<file path="src/rtl/esm_entry_buffer_if.sv">
// Handshake bundle for the entry buffer: upstream write port, selection-core
// request port, downstream emit port and status.
interface esm_entry_buffer_if #(
    parameter int bs = 16,
    parameter int dw = 8
);
    localparam int bs_bits = $clog2(bs);

    logic                 in_valid;
    logic [dw-1:0]        in_data;
    logic                 in_ready;
    logic                 ready_valid;
    logic [bs_bits-1:0]   ready_index;
    logic                 sel_valid;
    logic [bs_bits-1:0]   sel_index;
    logic                 sel_ready;
    logic                 out_valid;
    logic [dw-1:0]        out_data;
    logic                 out_ready;
    logic [bs_bits:0]     occupancy;
    logic                 sel_err;

    // Environment side: drives payload, selects and downstream ready.
    modport master (
        output in_valid, in_data, sel_valid, sel_index, out_ready,
        input  in_ready, ready_valid, ready_index, sel_ready,
               out_valid, out_data, occupancy, sel_err
    );

    // Buffer side.
    modport slave (
        input  in_valid, in_data, sel_valid, sel_index, out_ready,
        output in_ready, ready_valid, ready_index, sel_ready,
               out_valid, out_data, occupancy, sel_err
    );
endinterface

</file>
<file path="src/rtl/esm_entry_buffer.sv">
// Entry buffer: stores incoming entries in the lowest free slot, announces the
// slot index to the selection core, and emits whichever slot the core selects.
//
// Output stage states:
//   state   | meaning
//   S_EMPTY | no emitted entry pending, out_valid = 0
//   S_HOLD  | out_data holds an emitted entry, out_valid = 1
module esm_entry_buffer #(
    parameter int bs = 16,
    parameter int dw = 8
) (
    input  logic             clk,
    input  logic             rst,
    esm_entry_buffer_if.slave bus
);
    localparam int bs_bits = $clog2(bs);
    localparam logic [bs_bits:0] FULL_COUNT = (bs_bits + 1)'(bs);
    localparam logic [bs_bits:0] ONE_COUNT  = (bs_bits + 1)'(1);
    localparam logic [bs-1:0]    ONE_HOT    = {{(bs - 1){1'b0}}, 1'b1};

    typedef enum logic {
        S_EMPTY = 1'b0,
        S_HOLD  = 1'b1
    } state_t;

    logic [dw-1:0]      r_mem [bs];
    logic [bs-1:0]      r_occ;
    logic [bs_bits:0]   r_count;
    state_t             r_state;
    logic               r_out_valid;
    logic [dw-1:0]      r_out_data;
    logic               r_ready_valid;
    logic [bs_bits-1:0] r_ready_index;
    logic               r_sel_err;

    logic               w_in_ready;
    logic               w_sel_ready;
    logic               w_wr_fire;
    logic               w_sel_fire;
    logic               w_sel_hit;
    logic               w_sel_miss;
    logic [bs_bits-1:0] w_free_idx;
    logic [bs-1:0]      w_set_mask;
    logic [bs-1:0]      w_clr_mask;

    assign w_in_ready  = (r_count != FULL_COUNT);
    assign w_sel_ready = !r_out_valid || bus.out_ready;
    assign w_wr_fire   = bus.in_valid && w_in_ready;
    assign w_sel_fire  = bus.sel_valid && w_sel_ready;
    // A hit is decided on the pre-edge bitmap, so a slot freed this cycle is
    // never a write candidate until the following cycle.
    assign w_sel_hit   = w_sel_fire && r_occ[bus.sel_index];
    assign w_sel_miss  = w_sel_fire && !r_occ[bus.sel_index];
    assign w_set_mask  = w_wr_fire ? (ONE_HOT << w_free_idx) : '0;
    assign w_clr_mask  = w_sel_hit ? (ONE_HOT << bus.sel_index) : '0;

    // Lowest-index free slot of the current bitmap.
    always_comb begin
        w_free_idx = '0;
        for (int i = bs - 1; i >= 0; i--) begin
            if (!r_occ[i]) begin
                w_free_idx = bs_bits'(i);
            end
        end
    end

    // Slot payload storage; contents are don't-care until the slot is written.
    always_ff @(posedge clk) begin
        if (w_wr_fire) begin
            r_mem[w_free_idx] <= bus.in_data;
        end
    end

    // Occupied bitmap and fill count.
    always_ff @(posedge clk or negedge rst) begin
        if (!rst) begin
            r_occ   <= '0;
            r_count <= '0;
        end else begin
            r_occ <= (r_occ | w_set_mask) & ~w_clr_mask;
            case ({w_wr_fire, w_sel_hit})
                2'b10:   r_count <= r_count + ONE_COUNT;
                2'b01:   r_count <= r_count - ONE_COUNT;
                default: r_count <= r_count;
            endcase
        end
    end

    // Write-announce and empty-select error pulses.
    always_ff @(posedge clk or negedge rst) begin
        if (!rst) begin
            r_ready_valid <= 1'b0;
            r_ready_index <= '0;
            r_sel_err     <= 1'b0;
        end else begin
            r_ready_valid <= w_wr_fire;
            if (w_wr_fire) begin
                r_ready_index <= w_free_idx;
            end
            r_sel_err <= w_sel_miss;
        end
    end

    // Output stage FSM with registered out_valid/out_data.
    always_ff @(posedge clk or negedge rst) begin
        if (!rst) begin
            r_state     <= S_EMPTY;
            r_out_valid <= 1'b0;
            r_out_data  <= '0;
        end else begin
            case (r_state)
                S_EMPTY: begin
                    if (w_sel_hit) begin
                        r_state     <= S_HOLD;
                        r_out_valid <= 1'b1;
                        r_out_data  <= r_mem[bus.sel_index];
                    end
                end
                S_HOLD: begin
                    if (w_sel_hit) begin
                        r_out_data <= r_mem[bus.sel_index];
                    end else if (bus.out_ready) begin
                        r_state     <= S_EMPTY;
                        r_out_valid <= 1'b0;
                    end
                end
                default: begin
                    r_state     <= S_EMPTY;
                    r_out_valid <= 1'b0;
                end
            endcase
        end
    end

    assign bus.in_ready    = w_in_ready;
    assign bus.sel_ready   = w_sel_ready;
    assign bus.ready_valid = r_ready_valid;
    assign bus.ready_index = r_ready_index;
    assign bus.out_valid   = r_out_valid;
    assign bus.out_data    = r_out_data;
    assign bus.occupancy   = r_count;
    assign bus.sel_err     = r_sel_err;
endmodule

</file>
<file path="src/flat_wrapper.sv">
// flat-port wrapper written by rule: the top's interface ports become plain ports
module esm_entry_buffer_flat 
#(
    parameter int bs = 16,
    parameter int dw = 8
)
  (clk, rst, bus_in_valid, bus_in_data, bus_sel_valid, bus_sel_index, bus_out_ready, bus_in_ready, bus_ready_valid, bus_ready_index, bus_sel_ready, bus_out_valid, bus_out_data, bus_occupancy, bus_sel_err);
  esm_entry_buffer_if #(.bs(bs), .dw(dw)) bus_i ();
  input  logic clk;
  input  logic rst;
  input wire logic [$bits(bus_i.in_valid)-1:0] bus_in_valid;
  input wire logic [$bits(bus_i.in_data)-1:0] bus_in_data;
  input wire logic [$bits(bus_i.sel_valid)-1:0] bus_sel_valid;
  input wire logic [$bits(bus_i.sel_index)-1:0] bus_sel_index;
  input wire logic [$bits(bus_i.out_ready)-1:0] bus_out_ready;
  output wire logic [$bits(bus_i.in_ready)-1:0] bus_in_ready;
  output wire logic [$bits(bus_i.ready_valid)-1:0] bus_ready_valid;
  output wire logic [$bits(bus_i.ready_index)-1:0] bus_ready_index;
  output wire logic [$bits(bus_i.sel_ready)-1:0] bus_sel_ready;
  output wire logic [$bits(bus_i.out_valid)-1:0] bus_out_valid;
  output wire logic [$bits(bus_i.out_data)-1:0] bus_out_data;
  output wire logic [$bits(bus_i.occupancy)-1:0] bus_occupancy;
  output wire logic [$bits(bus_i.sel_err)-1:0] bus_sel_err;
  assign bus_i.in_valid = bus_in_valid;
  assign bus_i.in_data = bus_in_data;
  assign bus_i.sel_valid = bus_sel_valid;
  assign bus_i.sel_index = bus_sel_index;
  assign bus_i.out_ready = bus_out_ready;
  assign bus_in_ready = bus_i.in_ready;
  assign bus_ready_valid = bus_i.ready_valid;
  assign bus_ready_index = bus_i.ready_index;
  assign bus_sel_ready = bus_i.sel_ready;
  assign bus_out_valid = bus_i.out_valid;
  assign bus_out_data = bus_i.out_data;
  assign bus_occupancy = bus_i.occupancy;
  assign bus_sel_err = bus_i.sel_err;
  esm_entry_buffer #(.bs(bs), .dw(dw)) u_core (.clk(clk), .rst(rst), .bus(bus_i));
endmodule
</file>
<file path="config.mk">
export PLATFORM = sky130hd
export DESIGN_NAME = esm_entry_buffer_flat
export DESIGN_NICKNAME = d
export VERILOG_FILES = /design/src/rtl/esm_entry_buffer_if.sv /design/src/rtl/esm_entry_buffer.sv /design/src/flat_wrapper.sv
export SDC_FILE = /design/constraint.sdc
export NUM_CORES = 1
export LEC_CHECK = 0
export BUFFER_PORTS_ARGS = -buffer_cell sky130_fd_sc_hd__buf_2
export CAP_MARGIN = 20
export CELL_PAD_IN_SITES_DETAIL_PLACEMENT = 1
export CELL_PAD_IN_SITES_GLOBAL_PLACEMENT = 1
export CORE_UTILIZATION = 56
export DETAILED_ROUTE_END_ITERATION = 16
export PLACE_DENSITY = 0.87
export SYNTH_ARGS = -nofsm -noshare
export SYNTH_HDL_FRONTEND = slang
export SYNTH_SLANG_ARGS = --single-unit
</file>
<file path="constraint.sdc">
create_clock -name clk -period 7.6 [get_ports clk]
set_input_delay 0.76 -clock clk [delete_from_list [all_inputs] [get_ports clk]]
set_output_delay 0.76 -clock clk [all_outputs]
set_load 0.05 [all_outputs]
</file>
## After elaboration in Yosys (flattened, before gate mapping)

Memories as Yosys holds them, arrays and structs flattened. A register that Yosys moved wholly into a read port is not among the register bits.
Cells that the tools add are included.

- Input bits: 17
- Memories kept: 1
- Output and inout bits: 22
- Register bits: 29
- Memory bits (writable): 128
- Logic and storage cells: 64

Memory list:

| memory | depth | bits a word | read ports | clocked after Yosys merged registers in | wr ports | RTL line | RTL |
|---|---|---|---|---|---|---|---|
| u_core.r_mem | 16 | 8 | 1 | 1 | 1 | esm_entry_buffer.sv:26 | `logic [dw-1:0] r_mem [bs];` |

- Reduce and logical (&&, ||, !) cells: 10
- Shift operators: 2
- Magnitude comparators: 1
- Eq/ne operators: 6
- Add/sub/neg operators: 2
- Multiplexer cells: 31
- Bitwise operators: 4

Operators with widths:

| operator | number |
|---|---|
| $mux W4 | 16 |
| $mux W16 | 2 |
| $shl A1 B4 Y16 const A | 2 |
| $and A16 B16 Y16 | 1 |
| $not A16 Y16 | 1 |
| $or A16 B16 Y16 | 1 |
| $pmux W5 S2 | 1 |
| $mux W1 | 9 |
| $add A5 B1 Y5 const B | 1 |
| $lt A4 B5 Y1 const B | 1 |
| $ne A5 B5 Y1 const B | 1 |
| $sub A5 B1 Y5 const B | 1 |
| $bmux W1 S4 | 1 |
| $logic_and A1 B1 Y1 | 4 |
| $ne A2 B2 Y1 const B | 2 |
| $pmux W1 S2 | 2 |
| $logic_not A1 Y1 | 3 |
| $reduce_and A3 Y1 | 1 |
| $eq A2 B1 Y1 const B | 1 |
| $eq A2 B2 Y1 const B | 1 |
| $ne A2 B1 Y1 const B | 1 |
| $reduce_bool A2 Y1 | 1 |
| $logic_or A1 B1 Y1 | 1 |
| $not A1 Y1 | 1 |

## Logic depth before layout (Yosys ltp)

Gate-level depths: netlist of the first run.

- Depth after elaboration: 20
- Gate-level depth with buffers: 15
- Gate-level depth less buffers: 13

## Least setup slack after synthesis of the first run

Ideal clock, no wire load.

- Kind: input to register
- From: input port bus_sel_index[0]
- To: register u_core.r_count[4], in the netlist u_core.bus.occupancy[4]
- Arrival: 3.149 ns
- Path buffers: 2
- Setup slack: 4.302 ns
- Stages: 15
- Cell sequence: clkbuf_1 > and2_1 > a221oi_2 > nand2_1 > a21o_1 > buf_4 > inv_1 > ha_1 > inv_1 > fa_1 > nor2b_1 > o21ai_0 > and3_1 > nor3_1 > xor2_1

- Cells in the longest elaborated chain, start to end: 5

Ends and longest elaborated chain:

| element | RTL line | RTL |
|---|---|---|
| start: declaration | flat_wrapper.sv:14 | `input wire logic [$bits(bus_i.sel_index)-1:0] bus_sel_index;` |
| $bmux W1 S4 (*) | esm_entry_buffer.sv:52 | `assign w_sel_hit = w_sel_fire && r_occ[bus.sel_index];` |
| $mux W1 (not written as such) (*) | esm_entry_buffer.sv:52 |  |
| $logic_and A1 B1 Y1 (*) | esm_entry_buffer.sv:52 |  |
| net u_core.w_sel_hit | esm_entry_buffer.sv:40 | `logic w_sel_hit;` |
| $eq A2 B1 Y1 / $eq A2 B2 Y1 (equally long branches) | esm_entry_buffer.sv:81 | `case ({w_wr_fire, w_sel_hit})` |
| $pmux W5 S2 / $reduce_bool A2 Y1 (equally long branches) | n/a |  |
| end signal: assignment | esm_entry_buffer.sv:82 | `2'b10: r_count <= r_count + ONE_COUNT;` |
| end signal: assignment | esm_entry_buffer.sv:83 | `2'b01: r_count <= r_count - ONE_COUNT;` |
| end signal: assignment | esm_entry_buffer.sv:84 | `default: r_count <= r_count;` |
| end: declaration | esm_entry_buffer.sv:28 | `logic [bs_bits:0] r_count;` |

The timed path passes the listed nets; every way through them passes the cells marked *. The select of a mux whose other input is x is not followed.
A chain may end at the register's enable or synchronous reset.

## Worst setup path in the final report of the first run

- From: input port bus_sel_index[1]
- To: register u_core.r_count[4], in the netlist u_core.bus.occupancy[4]

The elaborated chain is that of the path after synthesis.

==> impl_metrics.json, run 1 <==
{
  "outcome": "finished, final reports clean",
  "fin_cells": 659,
  "switching_share": 0.351,
  "cts_inserted_buffers": 17,
  "grt_pass1_wl_mm": 28.5,
  "max_clock_freq_mhz": 247,
  "finalCriticalPeriod_ns": 4.04,
  "synth_seq_cells": 165,
  "first_pass_iters": 5,
  "via_per_inst": 6.67,
  "ioPinCount": 39,
  "grt_usage": 0.313,
  "dp_cells": 627,
  "synthFlopType": "edfxtp_1",
  "area_growth_pct": 13.4,
  "start_util": 0.584,
  "yosysWarnings": 0,
  "overflow": 0,
  "routed_wl_mm": 18.6,
  "max_cap_violations": 0,
  "clkPwrFrac": 0.297,
  "hp-class": "in -> async",
  "mostFrequentLayoutCell": "edfxtp_1",
  "syn_avg_cell_area_um2": 16.3,
  "drt_iter0_markers": 501,
  "worstPathMaxFanout": 47,
  "min_period_over_period": 0.532,
  "rrSetupSlack_ns": 3.97,
  "hold_viol_final": 0,
  "peakVddDrop_mv": 0.233,
  "crit_required_ns": 7.95,
  "cts_setup_buffers": 0,
  "ctsHoldBuffers": 0,
  "antennaDiodeCount": 0,
  "fin_tns_setup_ns": 0,
  "hold_ws_ns": 0.444,
  "utilization": 0.662,
  "antenna_found_initial": 0,
  "globalplace.congestion": 0.901,
  "insertion_delay_ns": 0.43,
  "setup.worst_path.class": "in -> reg",
  "setup_viol": 0,
  "placement.io_buffers": 38,
  "place_hpwl_mm": 11.8,
  "path_clk_slew_ns": 0.07,
  "mostFrequentLayoutCells": "128 x edfxtp_1, 38 x buf_2, 37 x dfrtp_1, 32 x mux4_2, 31 x nand2_1",
  "ys_seq_area_frac": 0.672,
  "wire_per_inst_um": 28.2,
  "drive_gt1_frac": 0.271,
  "root_buffer": "clkbuf_16",
  "rows": 40,
  "grt_setup_unrepaired": "no",
  "drc": 0,
  "slew-limit-headroom": 0.276,
  "p_seq_frac": 0.435,
  "grt_pass1_vias": 4652,
  "comb_power_share": 0.268,
  "cts_sinks": 165,
  "power.leakage_nw": 2.89,
  "cts_tree": "yes",
  "power_mw": 2.81,
  "ant_nets": 0,
  "clockBufferDepth": 2,
  "grt_max_degree": 48,
  "end_kind": "flip-flop",
  "htree_levels": 4,
  "netlist_instances": 436,
  "cts_resized": 0,
  "crit_path_start_kind": "input pin",
  "crit_arrival_ns": 4.40,
  "fin_worst_skew_ns": 0.0119,
  "dieArea_mm2": 0.0131,
  "synth_edf_count": 128,
  "vias": 4397,
  "powerDensity_mw_per_mm2": 349,
  "die_w_um": 115,
  "async_flop_share": 0.224,
  "worstMarginPinSlew_ns": 1.08,
  "finalMaxSlewViolations": 0,
  "synth_cell_type_count": 58,
  "syn_area_mm2": 0.00710,
  "nets": 501,
  "internal_power_mw": 1.82,
  "core_area_mm2": 0.0122,
  "dieHeight_um": 115,
  "switchingPower_mw": 0.985,
  "syn_nets": 458
}
-- cell families (layout without fill, tap and decap cells) --
family,count (synthesis),in the layout,share of synthesized area
xor+xnor,4,4,0.00493
buf+inv,39,94,0.0245
mux,49,49,0.131
compound gates,77,77,0.0876
fa+ha+maj,5,5,0.00987
simple gates,97,97,0.0710
flops,165,165,0.672
-- routing by layer --
metal | vias up | track usage | wire length (um)
met1 | 2269 | 0.408 | 7420
li1 | 1826 | - | -
met3 | 48 | 0.0958 | 1560
met5 | - | 0 | 0
met4 | 0 | 0.132 | 523
met2 | 254 | 0.492 | 9060
-- state kept, by name (all words and copies together), names as in the netlist --
| name | count |
|---|---|
| u_core.bus.sel_err | 1 |
| u_core.bus.out_data | 8 |
| u_core.r_mem | 128 |
| u_core.bus.out_valid | 1 |
| u_core.bus.occupancy | 5 |
| u_core.r_occ | 16 |
| u_core.r_state | 1 |
| u_core.bus.ready_valid | 1 |
| u_core.bus.ready_index | 4 |
-- critical path: stages --
cell and delay (ns):
buf_2 0.08, buf_4 0.54, mux2i_1 0.24, a221oi_2 0.42, nand2_1 0.16, a21o_1 0.38
inv_1 0.23, ha_1 0.28, inv_1 0.11, fa_1 0.41, nor2b_1 0.12, o21ai_0 0.11
and3_1 0.20, nor3_1 0.17, xor2_1 0.17
-- per-stage QoR --
step           cell area (um2)  setup WS (ns)
2_1_floorplan             7100           4.30
3_3_place_gp              7480           3.46
3_5_place_dp              7480           3.19
4_1_cts                   8040           3.58
5_1_grt                   8060           3.32
6_report                  8060           3.56
-- synth_stat cells, types with 2 or more instances --
cell type | count | share of area
clkbuf_1 | 6 | 0.0032
xor2_1 | 3 | 0.0037
a21o_1 | 3 | 0.0032
buf_1 | 3 | 0.0016
nor4_1 | 5 | 0.0044
nor2b_1 | 7 | 0.0062
nor3_1 | 3 | 0.0021
and3_1 | 4 | 0.0035
and2_1 | 5 | 0.0044
a32oi_1 | 2 | 0.0025
nand3_1 | 4 | 0.0028
inv_1 | 17 | 0.0090
edfxtp_1 | 128 | 0.54
dfrtp_1 | 37 | 0.13
a2bb2oi_1 | 2 | 0.0025
a221oi_2 | 3 | 0.0063
ha_1 | 4 | 0.0070
or3_1 | 2 | 0.0018
o32a_1 | 4 | 0.0056
a22oi_1 | 18 | 0.019
nand4_1 | 5 | 0.0044
mux4_2 | 32 | 0.10
a31o_2 | 3 | 0.0037
buf_2 | 7 | 0.0049
nor2_1 | 23 | 0.012
buf_4 | 3 | 0.0032
nand2_1 | 31 | 0.016
nor4_2 | 3 | 0.0053
a21oi_1 | 14 | 0.0099
mux2i_1 | 9 | 0.013
o21ai_0 | 13 | 0.0092
mux2_4 | 7 | 0.015
-- power groups by stage --
| stage | registers, mW | logic, mW | clock network [mW] |
|---|---|---|---|
| floorplan | 1.37 | 0.369 | 0 |
| global placement | 1.22 | 0.707 | 0 |
| detailed placement | 1.24 | 0.735 | 0 |
| CTS | 1.22 | 0.745 | 0.838 |
| global route | 1.23 | 0.799 | 0.866 |
| finish | 1.22 | 0.753 | 0.833 |
-- path summary, 6_finish.rpt --
path / start / to / cells after the start
min in group clk: u_core.r_state / u_core.bus.out_valid / 1
worst min register to register: u_core.r_state / u_core.bus.out_valid / 1
worst max register to register: u_core.r_occ[7] / u_core.bus.occupancy[4] / 13
max in group asynchronous: rst / u_core.bus.out_data[5] / 1
worst max-delay path: bus_sel_index[1] / u_core.bus.occupancy[4] / 15
worst min-delay path: rst / u_core.bus.ready_index[2] / 1
-- cell type report --
class	count	area, um2
Clock buffer	17	425
Clock inverter	14	136
Fill cell	1087	4110
Inverter	19	71.3
Multi-Input combinational cell	232	2200
Sequential cell	165	4770
Tap cell	168	210
Timing Repair Buffer	44	239
No activity file was read; power rests on OpenSTA's default activity.
==> run 2: changes to the inputs <==
Settings changed: ABC_AREA set to 1, CORE_UTILIZATION 56 to 45, PLACE_DENSITY 0.87 to 0.77.
Clock period 7.6 ns to 3.6 ns, I/O delays scaled along.
==> run 2 against run 1 <==
The run now ends with DRC left; first-iteration DRC count fell by 40%; final area shrank 3.4%; sequential cell count unchanged; sequential power up 120%; total power grew 120%; critical path type is now reg -> reg; largest cell class unchanged; largest power group unchanged; highest routed layer is now met5.
==> impl_metrics.json, run 2 <==
{
  "outcome": "finished, violations left",
  "violations": "DRC",
  "die_w_um": 125,
  "wire_per_inst_um": 22.9,
  "synthMostInstantiatedCell": "edfxtp_1",
  "r2r-start": "u_core.r_occ[0]",
  "ioPinCount": 39,
  "overflow": 0,
  "r2r-end": "u_core.r_mem[7][3]",
  "crit_arrival_ns": 2.75,
  "crit_path_start_kind": "flip-flop",
  "cts_sinks": 165,
  "grt_setup_unrepaired": "no",
  "power.leakage_nw": 3.00,
  "clockBufferDepth": 2,
  "fillers": 1506,
  "routed_wl_mm": 17.8,
  "rrSetupSlack_ns": 0.91,
  "cts_setup_buffers": 0,
  "nets": 603,
  "yosysWarnings": 0,
  "ctsHoldBuffers": 0,
  "switching_share": 0.386,
  "end_kind": "flip-flop",
  "cts_tree": "yes",
  "synthFlopType": "edfxtp_1",
  "powerDensity_mw_per_mm2": 803,
  "top_register": "u_core.r_mem",
  "max_clock_freq_mhz": 372,
  "drc": 2,
  "ys_seq_area_frac": 0.696,
  "grt_usage": 0.242,
  "fin_tns_setup_ns": 0,
  "setup_viol": 0,
  "area_growth_pct": 13.6,
  "synth_area_leaders": "edfxtp_1 56%, dfrtp_1 14%, a22oi_1 7.0%, nand3_1 3.5%, nand2_1 3.3%",
  "syn_area_mm2": 0.00685,
  "core_area_mm2": 0.0147,
  "max_cap_violations": 0,
  "internal_power_mw": 3.83,
  "multi_input_area_mm2": 0.00175,
  "worstMarginPinSlew_ns": 0.918,
  "start_util": 0.466,
  "min_period_over_period": 0.747,
  "synth_seq_cells": 165,
  "peakVddDrop_mv": 0.476,
  "clkPwrFrac": 0.270,
  "seq_area_mm2": 0.00477,
  "syn_nets": 559,
  "ant_nets": 0,
  "insertion_delay_ns": 0.43,
  "setup.worst_path.class": "reg -> reg",
  "antennaDiodeCount": 0,
  "path_clk_slew_ns": 0.07,
  "yosysTopAreaCell": "edfxtp_1",
  "cp-startpoint": "u_core.r_occ[0]",
  "placement.io_buffers": 38,
  "syn_avg_cell_area_um2": 12.8,
  "grt_pass1_wl_mm": 28.0,
  "slew-limit-headroom": 0.388,
  "globalplace.congestion": 0.859,
  "wl_met3_um": 854,
  "critPathCapture": "u_core.r_mem[7][3]",
  "first_pass_iters": 13,
  "synth_cell_type_count": 37,
  "cts_resized": 0,
  "root_buffer": "clkbuf_16",
  "hp-class": "in -> async",
  "place_hpwl_mm": 11.3,
  "cts_inserted_buffers": 17,
  "dieHeight_um": 125,
  "vias": 4649,
  "ff2ff_path_depth": 8,
  "worstPathMaxFanout": 8,
  "crit_required_ns": 3.66,
  "layout_setup_ws_ns": 0.909,
  "mostFrequentLayoutCells": "128 x edfxtp_1, 64 x a22oi_1, 60 x nand2_1, 48 x inv_1, 48 x nand3_1",
  "netlist_instances": 537,
  "htree_levels": 4,
  "synth_edf_count": 128,
  "synth_commonest_cells": "128 x edfxtp_1, 64 x a22oi_1, 60 x nand2_1, 48 x inv_1, 48 x nand3_1",
  "drive_gt1_frac": 0.180,
  "highest_layer": "met5",
  "mostFrequentLayoutCell": "edfxtp_1",
  "grt_max_degree": 38,
  "p_seq_frac": 0.434,
  "met2_length_mm": 9.21,
  "async_flop_share": 0.224,
  "rows": 44,
  "switchingPower_mw": 2.41,
  "dp_slack_ns": 0.700,
  "finalMaxSlewViolations": 0,
  "drt_iter0_markers": 300,
  "wl_met1_mm": 7.37,
  "largest_reg_flops": 128,
  "grt_pass1_vias": 5046,
  "antenna_found_initial": 1,
  "via_per_inst": 5.98,
  "hold_viol_final": 0,
  "fin_worst_skew_ns": 0.0107,
  "comb_power_share": 0.296,
  "synth_top_cell_area_share": 0.561,
  "finalCriticalPeriod_ns": 2.69,
  "dieArea_mm2": 0.0157
}
## run 2: changes by cell type after synthesis, sizes merged, moves of 8 or more
cell    before  now
nand2       31   64
clkbuf       6   15
mux2i        9    0
a21oi       14   37
mux4        32    0
nor2        23   14
nand3        4   48
inv         18   52
mux2         8    0
a22oi       18   64
nor3         3   21
## run 2: metal layers
metal | vias to the layer above | GRT usage
met5 | - | 0
li1 | 2081 | -
met4 | 2 | 0.0725
met3 | 28 | 0.0573
met2 | 147 | 0.425
met1 | 2391 | 0.297
## run 2: power by group through the flow
stage               combinational, mW  sequential (mW)  clock [mW]
global placement                 1.79             2.71           0
global route                     2.00             2.74        1.79
finish                           1.85             2.71        1.69
CTS                              1.86             2.70        1.71
floorplan                       0.978             3.02           0
detailed placement               1.84             2.74           0
## run 2: per-stage QoR
stage               hold slack [ns]  utilization  instances  total power, mW  area [um2]
detailed placement            0.473        0.492        746             4.58        7230
finish                       0.0680        0.529        778             6.25        7780
global placement              0.476        0.492        746             4.50        7230
global route                  0.123        0.529        778             6.53        7780
CTS                          0.0787        0.529        778             6.27        7780
floorplan                    0.0644            -        537             4.00        6850
## run 2: logic make-up (layout without fill, tap and decap cells)
logic type | Yosys count | in the layout | synth area share
adders and majority gates | 5 | 5 | 0.0102
AOI/OAI and AO/OA | 127 | 127 | 0.128
xor gates and xnor gates | 2 | 2 | 0.00256
and+or+nand+nor | 160 | 160 | 0.115
buffers and inverters | 78 | 135 | 0.0480
DFF | 165 | 165 | 0.696
## run 2: cell type report
cell class	count	share of cell area
clock buffers	17	0.0547
clock inverters	15	0.0159
inverters	53	0.0256
multi-input cells	294	0.225
flip-flops and latches	165	0.613
well taps	184	0.0296
repair buffers	50	0.0360
## run 2: worst min path at each step
| stage | endpoint | depth (start not counted) |
|---|---|---|
| 6_report | u_core.bus.occupancy[3] | 1 |
| 5_1_grt | u_core.bus.occupancy[3] | 1 |
| 4_1_cts | u_core.bus.occupancy[3] | 1 |
| 3_5_place_dp | u_core.bus.ready_index[3] | 2 |
| 3_3_place_gp | u_core.bus.occupancy[4] | 1 |
| 2_1_floorplan | u_core.bus.occupancy[0] | 0 |
## run 2: worst max-delay path, stage by stage (launching register included)
cell and delay [ns]:
dfrtp_1 0.55, inv_1 0.11, nor4_1 0.43, inv_1 0.16, nor2_2 0.20, inv_1 0.07
nor2_2 0.17, nand4_1 0.19, inv_1 0.44
